## src/rtl/tile_attr_fetch_if.sv

```systemverilog
// Video-RAM read port between tile_attr_fetch (master) and the memory arbiter (slave).
// The req/gnt/rvalid protocol allows one read in flight per grant.
interface tile_attr_fetch_if;
    logic        mem_req;
    logic [15:0] mem_addr;
    logic        mem_gnt;
    logic        mem_rvalid;
    logic [7:0]  mem_rdata;

    modport master (
        output mem_req, mem_addr,
        input  mem_gnt, mem_rvalid, mem_rdata
    );

    modport slave (
        input  mem_req, mem_addr,
        output mem_gnt, mem_rvalid, mem_rdata
    );
endinterface

```

## src/rtl/tile_attr_fetch.sv

```systemverilog
// Prefetches tile and palette codes for the next 8x8 tile; presents them at tile boundaries.
// Optional saturating underrun counter when TILE_FETCH_STATS_EN is defined.
module tile_attr_fetch #(
    parameter int unsigned TILES_X      = 28,
    parameter int unsigned TILES_Y      = 36,
    parameter int unsigned V_TOTAL      = 525,
    parameter logic [15:0] TILE_BASE    = 16'h4000,
    parameter logic [15:0] PALETTE_BASE = 16'h4400
) (
    input  logic              clk,
    input  logic              rst,
    input  logic              pix_en,
    input  logic [8:0]        row,
    input  logic [9:0]        col,
    tile_attr_fetch_if.master mem,
    output logic [7:0]        tile_ROM_addr,
    output logic [5:0]        palette_ROM_addr,
    output logic              underrun
`ifdef TILE_FETCH_STATS_EN
    ,
    output logic [15:0]       underrun_count
`endif
);

    typedef enum logic [2:0] {IDLE, REQ_T, WAIT_T, REQ_P, WAIT_P, DONE} state_t;

    state_t     state;
    logic [9:0] raw_q;
    logic [7:0] shadow_tile;
    logic [5:0] shadow_pal;
    logic       pending;
    logic       discard;

    logic       trigger;
    logic       boundary;
    logic       busy;
    logic       start;
    logic       wrap;
    logic       off_screen;
    logic [6:0] cur_tc;
    logic [8:0] next_row;
    logic [5:0] tgt_tr;
    logic [6:0] tgt_tc;
    logic [9:0] tgt_raw;

    assign trigger  = pix_en && (col[2:0] == 3'd0);
    assign boundary = pix_en && (col[2:0] == 3'd7);
    assign busy     = state inside {REQ_T, WAIT_T, REQ_P, WAIT_P};

    // Last tile of a line prefetches tile 0 of the following line.
    assign cur_tc     = col[9:3];
    assign next_row   = (32'(row) == V_TOTAL - 1) ? 9'd0 : row + 9'd1;
    assign wrap       = (32'(cur_tc) + 32'd1) >= TILES_X;
    assign tgt_tr     = wrap ? next_row[8:3] : row[8:3];
    assign tgt_tc     = wrap ? 7'd0 : cur_tc + 7'd1;
    assign tgt_raw    = 10'(32'(tgt_tr) * TILES_X + 32'(tgt_tc));
    assign off_screen = 32'(tgt_tr) >= TILES_Y;

    // A pending trigger is not serviced on the boundary edge itself: col still
    // points at the outgoing tile there, so the recomputed target would be stale.
    assign start = (state == DONE && trigger) ||
                   (state == IDLE && (trigger || pending) && !boundary);

    always_ff @(posedge clk or negedge rst) begin
        if (!rst) begin
            state            <= IDLE;
            raw_q            <= '0;
            shadow_tile      <= '0;
            shadow_pal       <= '0;
            pending          <= 1'b0;
            discard          <= 1'b0;
            mem.mem_req      <= 1'b0;
            mem.mem_addr     <= '0;
            tile_ROM_addr    <= '0;
            palette_ROM_addr <= '0;
            underrun         <= 1'b0;
        end else begin
            underrun <= 1'b0;

            if (boundary) begin
                if (state == DONE) begin
                    tile_ROM_addr    <= shadow_tile;
                    palette_ROM_addr <= shadow_pal;
                end else begin
                    tile_ROM_addr    <= '0;
                    palette_ROM_addr <= '0;
                    underrun         <= 1'b1;
                    if (busy) discard <= 1'b1;
                end
            end

            if (trigger && busy) pending <= 1'b1;

            // NOTE: with non-blocking assignments the last one in program order wins,
            // so the case arms below may override flags set by the boundary logic above.
            case (state)
                IDLE, DONE: begin
                    if (boundary && state == DONE) begin
                        state <= IDLE;
                    end else if (start) begin
                        pending <= 1'b0;
                        if (off_screen) begin
                            shadow_tile <= '0;
                            shadow_pal  <= '0;
                            state       <= DONE;
                        end else begin
                            raw_q        <= tgt_raw;
                            mem.mem_req  <= 1'b1;
                            mem.mem_addr <= TILE_BASE + {6'd0, tgt_raw};
                            state        <= REQ_T;
                        end
                    end
                end
                REQ_T: begin
                    if (mem.mem_gnt) begin
                        mem.mem_req <= 1'b0;
                        state       <= WAIT_T;
                    end
                end
                WAIT_T: begin
                    if (mem.mem_rvalid) begin
                        shadow_tile  <= mem.mem_rdata;
                        mem.mem_req  <= 1'b1;
                        mem.mem_addr <= PALETTE_BASE + {6'd0, raw_q};
                        state        <= REQ_P;
                    end
                end
                REQ_P: begin
                    if (mem.mem_gnt) begin
                        mem.mem_req <= 1'b0;
                        state       <= WAIT_P;
                    end
                end
                WAIT_P: begin
                    if (mem.mem_rvalid) begin
                        if (discard || boundary) begin
                            discard <= 1'b0;
                            state   <= IDLE;
                        end else begin
                            shadow_pal <= mem.mem_rdata[5:0];
                            state      <= DONE;
                        end
                    end
                end
                default: state <= IDLE;
            endcase
        end
    end

`ifdef TILE_FETCH_STATS_EN
    always_ff @(posedge clk or negedge rst) begin
        if (!rst) begin
            underrun_count <= '0;
        end else if (underrun && underrun_count != 16'hFFFF) begin
            underrun_count <= underrun_count + 16'd1;
        end
    end
`endif

endmodule
```

## src/flat_wrapper.sv

```systemverilog
// flat-port wrapper written by rule: the top's interface ports become plain ports
module tile_attr_fetch_flat 
#(
    parameter int unsigned TILES_X      = 28,
    parameter int unsigned TILES_Y      = 36,
    parameter int unsigned V_TOTAL      = 525,
    parameter logic [15:0] TILE_BASE    = 16'h4000,
    parameter logic [15:0] PALETTE_BASE = 16'h4400
)
  (clk, rst, pix_en, row, col, tile_ROM_addr, palette_ROM_addr, underrun, mem_mem_req, mem_mem_addr, mem_mem_gnt, mem_mem_rvalid, mem_mem_rdata);
  tile_attr_fetch_if mem_i ();
  input  logic clk;
  input  logic rst;
  input  logic pix_en;
  input  logic [8:0] row;
  input  logic [9:0] col;
  output logic [7:0] tile_ROM_addr;
  output logic [5:0] palette_ROM_addr;
  output logic underrun;
  output wire logic [$bits(mem_i.mem_req)-1:0] mem_mem_req;
  output wire logic [$bits(mem_i.mem_addr)-1:0] mem_mem_addr;
  input wire logic [$bits(mem_i.mem_gnt)-1:0] mem_mem_gnt;
  input wire logic [$bits(mem_i.mem_rvalid)-1:0] mem_mem_rvalid;
  input wire logic [$bits(mem_i.mem_rdata)-1:0] mem_mem_rdata;
  assign mem_mem_req = mem_i.mem_req;
  assign mem_mem_addr = mem_i.mem_addr;
  assign mem_i.mem_gnt = mem_mem_gnt;
  assign mem_i.mem_rvalid = mem_mem_rvalid;
  assign mem_i.mem_rdata = mem_mem_rdata;
  tile_attr_fetch #(.TILES_X(TILES_X), .TILES_Y(TILES_Y), .V_TOTAL(V_TOTAL), .TILE_BASE(TILE_BASE), .PALETTE_BASE(PALETTE_BASE)) u_core (.clk(clk), .rst(rst), .pix_en(pix_en), .row(row), .col(col), .mem(mem_i), .tile_ROM_addr(tile_ROM_addr), .palette_ROM_addr(palette_ROM_addr), .underrun(underrun));
endmodule
```

## config.mk

```make
export PLATFORM = sky130hd
export DESIGN_NAME = tile_attr_fetch_flat
export DESIGN_NICKNAME = d
export VERILOG_FILES = /design/src/rtl/tile_attr_fetch_if.sv /design/src/rtl/tile_attr_fetch.sv /design/src/flat_wrapper.sv
export SDC_FILE = /design/constraint.sdc
export NUM_CORES = 1
export LEC_CHECK = 0
export ABC_CLOCK_PERIOD_IN_PS = 3800
export CAP_MARGIN = 20
export CORE_MARGIN = 2
export CORE_UTILIZATION = 45
export CTS_CLUSTER_DIAMETER = 40
export DETAILED_ROUTE_END_ITERATION = 8
export HOLD_SLACK_MARGIN = 0.02
export PLACE_DENSITY = 0.68
export SETUP_SLACK_MARGIN = 0.2
export SLEW_MARGIN = 20
export SYNTH_ARGS = -nofsm -noshare
export SYNTH_HDL_FRONTEND = slang
export SYNTH_SLANG_ARGS = --single-unit
export TNS_END_PERCENT = 20
```

## constraint.sdc

```tcl
create_clock -name clk -period 3.8 [get_ports clk]
set_input_delay 0.38 -clock clk [delete_from_list [all_inputs] [get_ports clk]]
set_output_delay 0.38 -clock clk [all_outputs]
set_load 0.02 [all_outputs]
```

# [Word-level counts from Yosys, hierarchy flattened]
# Index checks and enable logic that the tools add are counted.
[word_totals] ff_bits=61 inputBits=32 elab_cells=111
[op_classes] addsub=6 mul=1 n_lt_le_gt_ge=2 eq_ne=17 mux=47 bitwise_logic=2 n_reduce_logical=25
[op_table] cell="16-bit 2-to-1 mux" count=4
[op_table] cell="6-bit 2-to-1 mux" count=7
[op_table] cell="8-bit 2-to-1 mux" count=5
[op_table] cell="15-bit by 10-bit adder with 16-bit output, first input constant" count=2
[op_table] cell="32-bit by 5-bit greater-or-equal comparator with 1-bit output, second input constant" count=1
[op_table] cell="16-bit one-hot mux with 2 select lines" count=1
[op_table] cell="3-bit 2-to-1 mux" count=8
[op_table] cell="1-bit 2-to-1 mux" count=17
[op_table] cell="8-bit one-hot mux with 2 select lines" count=1
[op_table] cell="3-bit one-hot mux with 5 select lines" count=1
[op_table] cell="5-bit AND reduction" count=3
[op_table] cell="2-bit != test, second input constant" count=7
[op_table] cell="6-bit one-hot mux with 2 select lines" count=1
[op_table] cell="6-bit AND reduction" count=2
[op_table] cell="10-bit by 7-bit adder with 10-bit output" count=1
[op_table] cell="9-bit by 1-bit adder with 9-bit output, second input constant" count=1
[op_table] cell="3-bit == test, second input constant" count=3
[op_table] cell="7-bit by 1-bit adder with 8-bit output, second input constant" count=1
[op_table] cell="6-bit by 3-bit multiplier with 8-bit output, second input constant" count=1
[op_table] cell="7-bit by 1-bit adder with 7-bit output, second input constant" count=1
[op_table] cell="1-bit logical AND" count=7
[op_table] cell="7-bit 2-to-1 mux" count=1
[op_table] cell="3-bit by 2-bit == test with 1-bit output, second input constant" count=2
[op_table] cell="6-bit greater-or-equal comparator, second input constant" count=1
[op_table] cell="13 further kinds" count=21

# [Logic depth before layout (Yosys ltp)]
[logic_depth] ltp_word=10 depth_mapped=18

# [Worst setup path before layout]
# Ideal clock, no wire load.
[synth_timing] path_kind="input-to-reg" start="input port col[3]" end="register u_core.mem.mem_addr[8]" setup_time_ps=104 arrival_ps=3931 required_ps=3696 path_slack_ps=-235 path_stages=17 n_path_buf=0 path_cell_list="ha_1 a21boi_0 o311ai_2 a311oi_2 nor3_4 xor2_2 fa_1 ha_1 inv_1 fa_1 inv_1 ha_1 a21oi_1 nor2b_1 o21ai_0 xnor2_1 a221oi_1"
[synth_between] elab_chain_cells=10 word_cells_on_any_way=15 classes_between="4 x add/sub; 1 x mul; 2 x order compare; 1 x eq/ne; 6 x mux; 1 x reduce/logical"
[synth_lines] element="start: declaration" line_no="flat_wrapper.sv:16" rtl="input logic [9:0] col;"
[synth_lines] element="7-bit by 1-bit adder with 8-bit output" line_no="tile_attr_fetch.sv:53" rtl="assign wrap = (32'(cur_tc) + 32'd1) >= TILES_X;"
[synth_lines] element="32-bit by 5-bit greater-or-equal comparator with 1-bit output" line_no="tile_attr_fetch.sv:53"
[synth_lines] element="6-bit 2-to-1 mux" line_no="tile_attr_fetch.sv:54" rtl="assign tgt_tr = wrap ? next_row[8:3] : row[8:3];"
[synth_lines] element="6-bit by 3-bit multiplier with 8-bit output" line_no="tile_attr_fetch.sv:56" rtl="assign tgt_raw = 10'(32'(tgt_tr) * TILES_X + 32'(tgt_tc));"
[synth_lines] element="10-bit by 7-bit adder with 10-bit output" line_no="tile_attr_fetch.sv:56"
[synth_lines] element="15-bit by 10-bit adder with 16-bit output" line_no="tile_attr_fetch.sv:109" rtl="mem.mem_addr <= TILE_BASE + {6'd0, tgt_raw};"
[synth_lines] element="16-bit 2-to-1 mux" line_no="tile_attr_fetch.sv:102" rtl="if (off_screen) begin"
[synth_lines] element="16-bit 2-to-1 mux" line_no="tile_attr_fetch.sv:100" rtl="end else if (start) begin"
[synth_lines] element="16-bit 2-to-1 mux" line_no="tile_attr_fetch.sv:98" rtl="if (boundary && state == DONE) begin"
[synth_lines] element="16-bit one-hot mux with 2 select lines" line_no="tile_attr_fetch.sv:96" rtl="case (state)"
[synth_lines] element="end signal: assignment" line_no="tile_attr_fetch.sv:109"
[synth_lines] element="end signal: assignment" line_no="tile_attr_fetch.sv:124" rtl="mem.mem_addr <= PALETTE_BASE + {6'd0, raw_q};"
[synth_lines] element="end: declaration" line_no="tile_attr_fetch_if.sv:11" rtl="output mem_req, mem_addr,"
# Parallel ways exist; a longest one is shown, timed or not. The select of a mux whose other input is x is not followed.
# A chain may end at the register's enable or synchronous reset.

# [Final worst setup path]
[layout_timing] start="input port col[4]" end="register u_core.mem.mem_addr[9]"
# Same word-level chain as after synthesis.

==> impl_metrics.py <==
metrics = {
    "timing": {
        "setup_viol": 0,
        "worst_pin_slew_ps": 896.9,
        "slew_viol_final": 0,
        "max_clock_freq_mhz": 267.2,
        "finalHoldViolations": 0,
        "worst_hold_slack_ps": 140.1,
        "fin_crit_sh_pct": 98.48,
        "fin_worst_skew_ps": 7.705,
        "relSlewSlack_pct": 39.99,
        "fin_crit_ps": 3742,
        "rsz0062_at_grt": "true",
    },
    "clocking": {
        "htreeDepth": 3,
        "path_clk_slew_ps": 60,
        "cts_root_buffer": "clkbuf_8",
        "clock_sinks": 57,
        "clockBufferDepth": 2,
        "clk_latency_ps": 340,
        "cts_tree": "yes",
        "cts_buffers": 9,
    },
    "global_routing": {
        "antenna_found_initial": 0,
        "grt_pass1_wl_um": 13660,
        "grt_usage_pct": 19.82,
        "grt_overflow": 0,
        "grt_max_degree": 38,
        "grt_pass1_vias": 2947,
    },
    "power": {
        "p_leak_nw": 2.224,
        "total_power_mw": 2.784,
        "ir_drop_mv": 0.1909,
        "seqPwrFrac_pct": 34.0,
        "power_switching_mw": 1.075,
        "p_int_mw": 1.710,
        "p_comb_share_pct": 48.1,
        "swShare_pct": 38.59,
        "powerDensity_nw_per_um2": 567.1,
        "p_clk_share_pct": 17.9,
    },
    "placed_design": {
        "gp_congestion": 0.8044,
        "io_buffers": 59,
        "hpwl_um": 5982,
    },
    "floorplan": {
        "num_io_pins": 64,
        "fp.dieW_um": 92.30,
        "die_h_um": 92.30,
        "num_rows": 32,
        "start_util_pct": 45.88,
        "core_area_um2": 7647,
        "die_area_um2": 8518,
    },
    "cells_and_area": {
        "register_area_um2": 1426,
        "areaGrowthSynthToFinish_pct": 39.94,
        "fillers": 643,
        "antennaDiodeCount": 0,
        "multiInputGateArea_um2": 2098,
        "drive_gt1_share_pct": 24.58,
        "layout.nets": 523,
    },
    "critical_path": {
        "required_ps": 3990,
        "crit_type": "in -> reg",
        "cp_max_fo": 4,
        "start_kind": "input port",
        "cp.arrival_ps": 3940,
        "end_kind": "register",
    },
    "synthesis": {
        "yosysSeqAreaShare_pct": 40.66,
        "ys_seq_elements": 57,
        "async_flop_share_pct": 100.0,
        "synthesis.area_um2": 3508,
        "ys.flop_type": "dfrtp_1",
        "synth_edf_count": 0,
        "synth_cell_types": 59,
        "avgSynthCellArea_um2": 9.692,
        "synthMostInstantiatedCell": "dfrtp_1",
        "yosysTopAreaCellShare_pct": 40.66,
        "synth-warning-count": 0,
        "yosysTopAreaCell": "dfrtp_1",
        "yosys-top-cells-area": "dfrtp_1 41%, ha_1 6.8%, nand2_1 4.2%",
        "syn-instance-count": 362,
        "synth_commonest_cells": "57 x dfrtp_1, 39 x nand2_1, 36 x nor2_1, 22 x inv_1, 19 x ha_1",
    },
    "drt": {
        "drtAntennaViolNets": 0,
        "routed_wl_um": 8017,
        "drt-pass1-iter-count": 4,
        "vias": 2989,
        "drtIter0Drc": 220,
        "routed_via_density": 5.207,
        "routedWlPerCell_um": 13.97,
        "drc": 0,
    },
    "worst_hold_path": {
        "hp-class": "in -> async",
    },
    "outcome": {
        "status": "complete, no violations",
    },
    "run": {
        "cap_violations": 0,
    },
}
## area by class of cell
type	count	area share [%]
multi-input combinational	267	42.74
sequential	57	29.05
timing repair buffer	109	20.29
clock buffer	14	3.313
tap	102	2.599
inverter	23	1.758
clock inverter	2	0.2548
## power by group through the flow
| stage | sequential [mW] | combinational (mW) | clock (mW) |
|---|---|---|---|
| after floorplan | 0.938 | 0.794 | 0 |
| after global placement | 0.948 | 1.20 | 0 |
| after detailed placement | 0.953 | 1.23 | 0 |
| after CTS | 0.944 | 1.27 | 0.505 |
| after global routing | 0.978 | 1.47 | 0.538 |
| final | 0.947 | 1.34 | 0.497 |
## state kept, by name, indices dropped and copies added, names as in the netlist
| signal | cells |
|---|---|
| u_core.shadow_tile | 8 |
| u_core.underrun | 1 |
| u_core.shadow_pal | 6 |
| u_core.tile_ROM_addr | 8 |
| u_core.palette_ROM_addr | 6 |
| u_core.pending | 1 |
| u_core.mem.mem_addr | 12 |
| u_core.raw_q | 10 |
| u_core.discard | 1 |
| u_core.state | 3 |
| u_core.mem.mem_req | 1 |
## what timing repair did
| item | in CTS | in global routing |
|---|---|---|
| gates resized for setup | 33 | 21 |
| hold buffers | 0 | 0 |
| setup buffers | 4 | 3 |
| pin swaps | 20 | 24 |
| setup endpoints to repair | 30 | 24 |
## worst paths after layout
check                                 from                endpoint  slack, ps  depth (start not counted)
setup / recovery                    col[4]  u_core.mem.mem_addr[9]         60                         19
hold / removal                         rst          u_core.pending        140                          1
setup reg to reg           u_core.state[2]   u_core.shadow_tile[2]       1390                          6
hold reg to reg            u_core.raw_q[3]         u_core.raw_q[3]        470                          2
max in group asynchronous              rst         u_core.raw_q[9]       2870                          2
min in group clk           u_core.raw_q[3]         u_core.raw_q[3]        470                          2
## logic make-up (layout without fill, tap and decap cells)
family          after synthesis  after routing  share of synthesized area, %
flops                        57             57                         40.66
buf+inv                      43            148                         5.350
mux                          16             16                         4.850
compound gates               87             87                         18.15
other cells                   1              6                        0.1069
simple gates                111            111                         15.30
xor+xnor                     23             23                         5.956
fa+ha+maj                    24             24                         9.629
## per-stage QoR
step / TNS (ps) / std cells / cell area (µm²) / setup WS, ps / util (%)
floorplan: -269.9 / 367 / 3561 / -146.5 / -
CTS: -1.121 / 571 / 4786 / -1.121 / 62.58
detailed placement: -13560 / 551 / 4521 / -718.1 / 59.11
global route: -164.4 / 574 / 4910 / -100.2 / 64.20
global placement: -10930 / 551 / 4521 / -587.0 / 59.11
finish: 0 / 574 / 4910 / 57.69 / 64.20
## routing by layer
metal	share of wire, %	global-route usage, %	vias up
met5	0	0	-
met4	1.4	7.214	0
li1	-	-	1471
met2	51	34.13	86
met3	4.8	3.255	11
met1	43	25.21	1421
## layout by cell type (no fill, tap or decap), drive strengths merged, types with 3 or more instances in the layout
master          n
fa              5
a21oi          15
xor2            9
mux2            8
nand2b          3
nor2b           3
a221oi          7
buf            53
nor2           36
a31oi           3
inv            22
nand3           8
nand2          39
dfrtp          57
xnor2          14
o22ai           4
clkdlybuf4s50  52
a21o            6
ha             19
mux2i           8
a22o           14
clkbuf         15
and3           10
conb            6
o21ai          16
## worst max-delay path, cell delays in order
cell	delay [ps]
buf_8	110
ha_4	160
a21boi_2	160
o311ai_4	270
a311o_2	290
nand3_2	90
xnor2_2	160
fa_1	510
ha_2	180
inv_2	40
fa_2	520
inv_2	40
ha_4	220
o21ai_2	50
o21bai_1	100
a21oi_2	210
nor3b_2	80
xnor2_1	200
o221ai_1	150
Power figures use the tool's default switching activity.
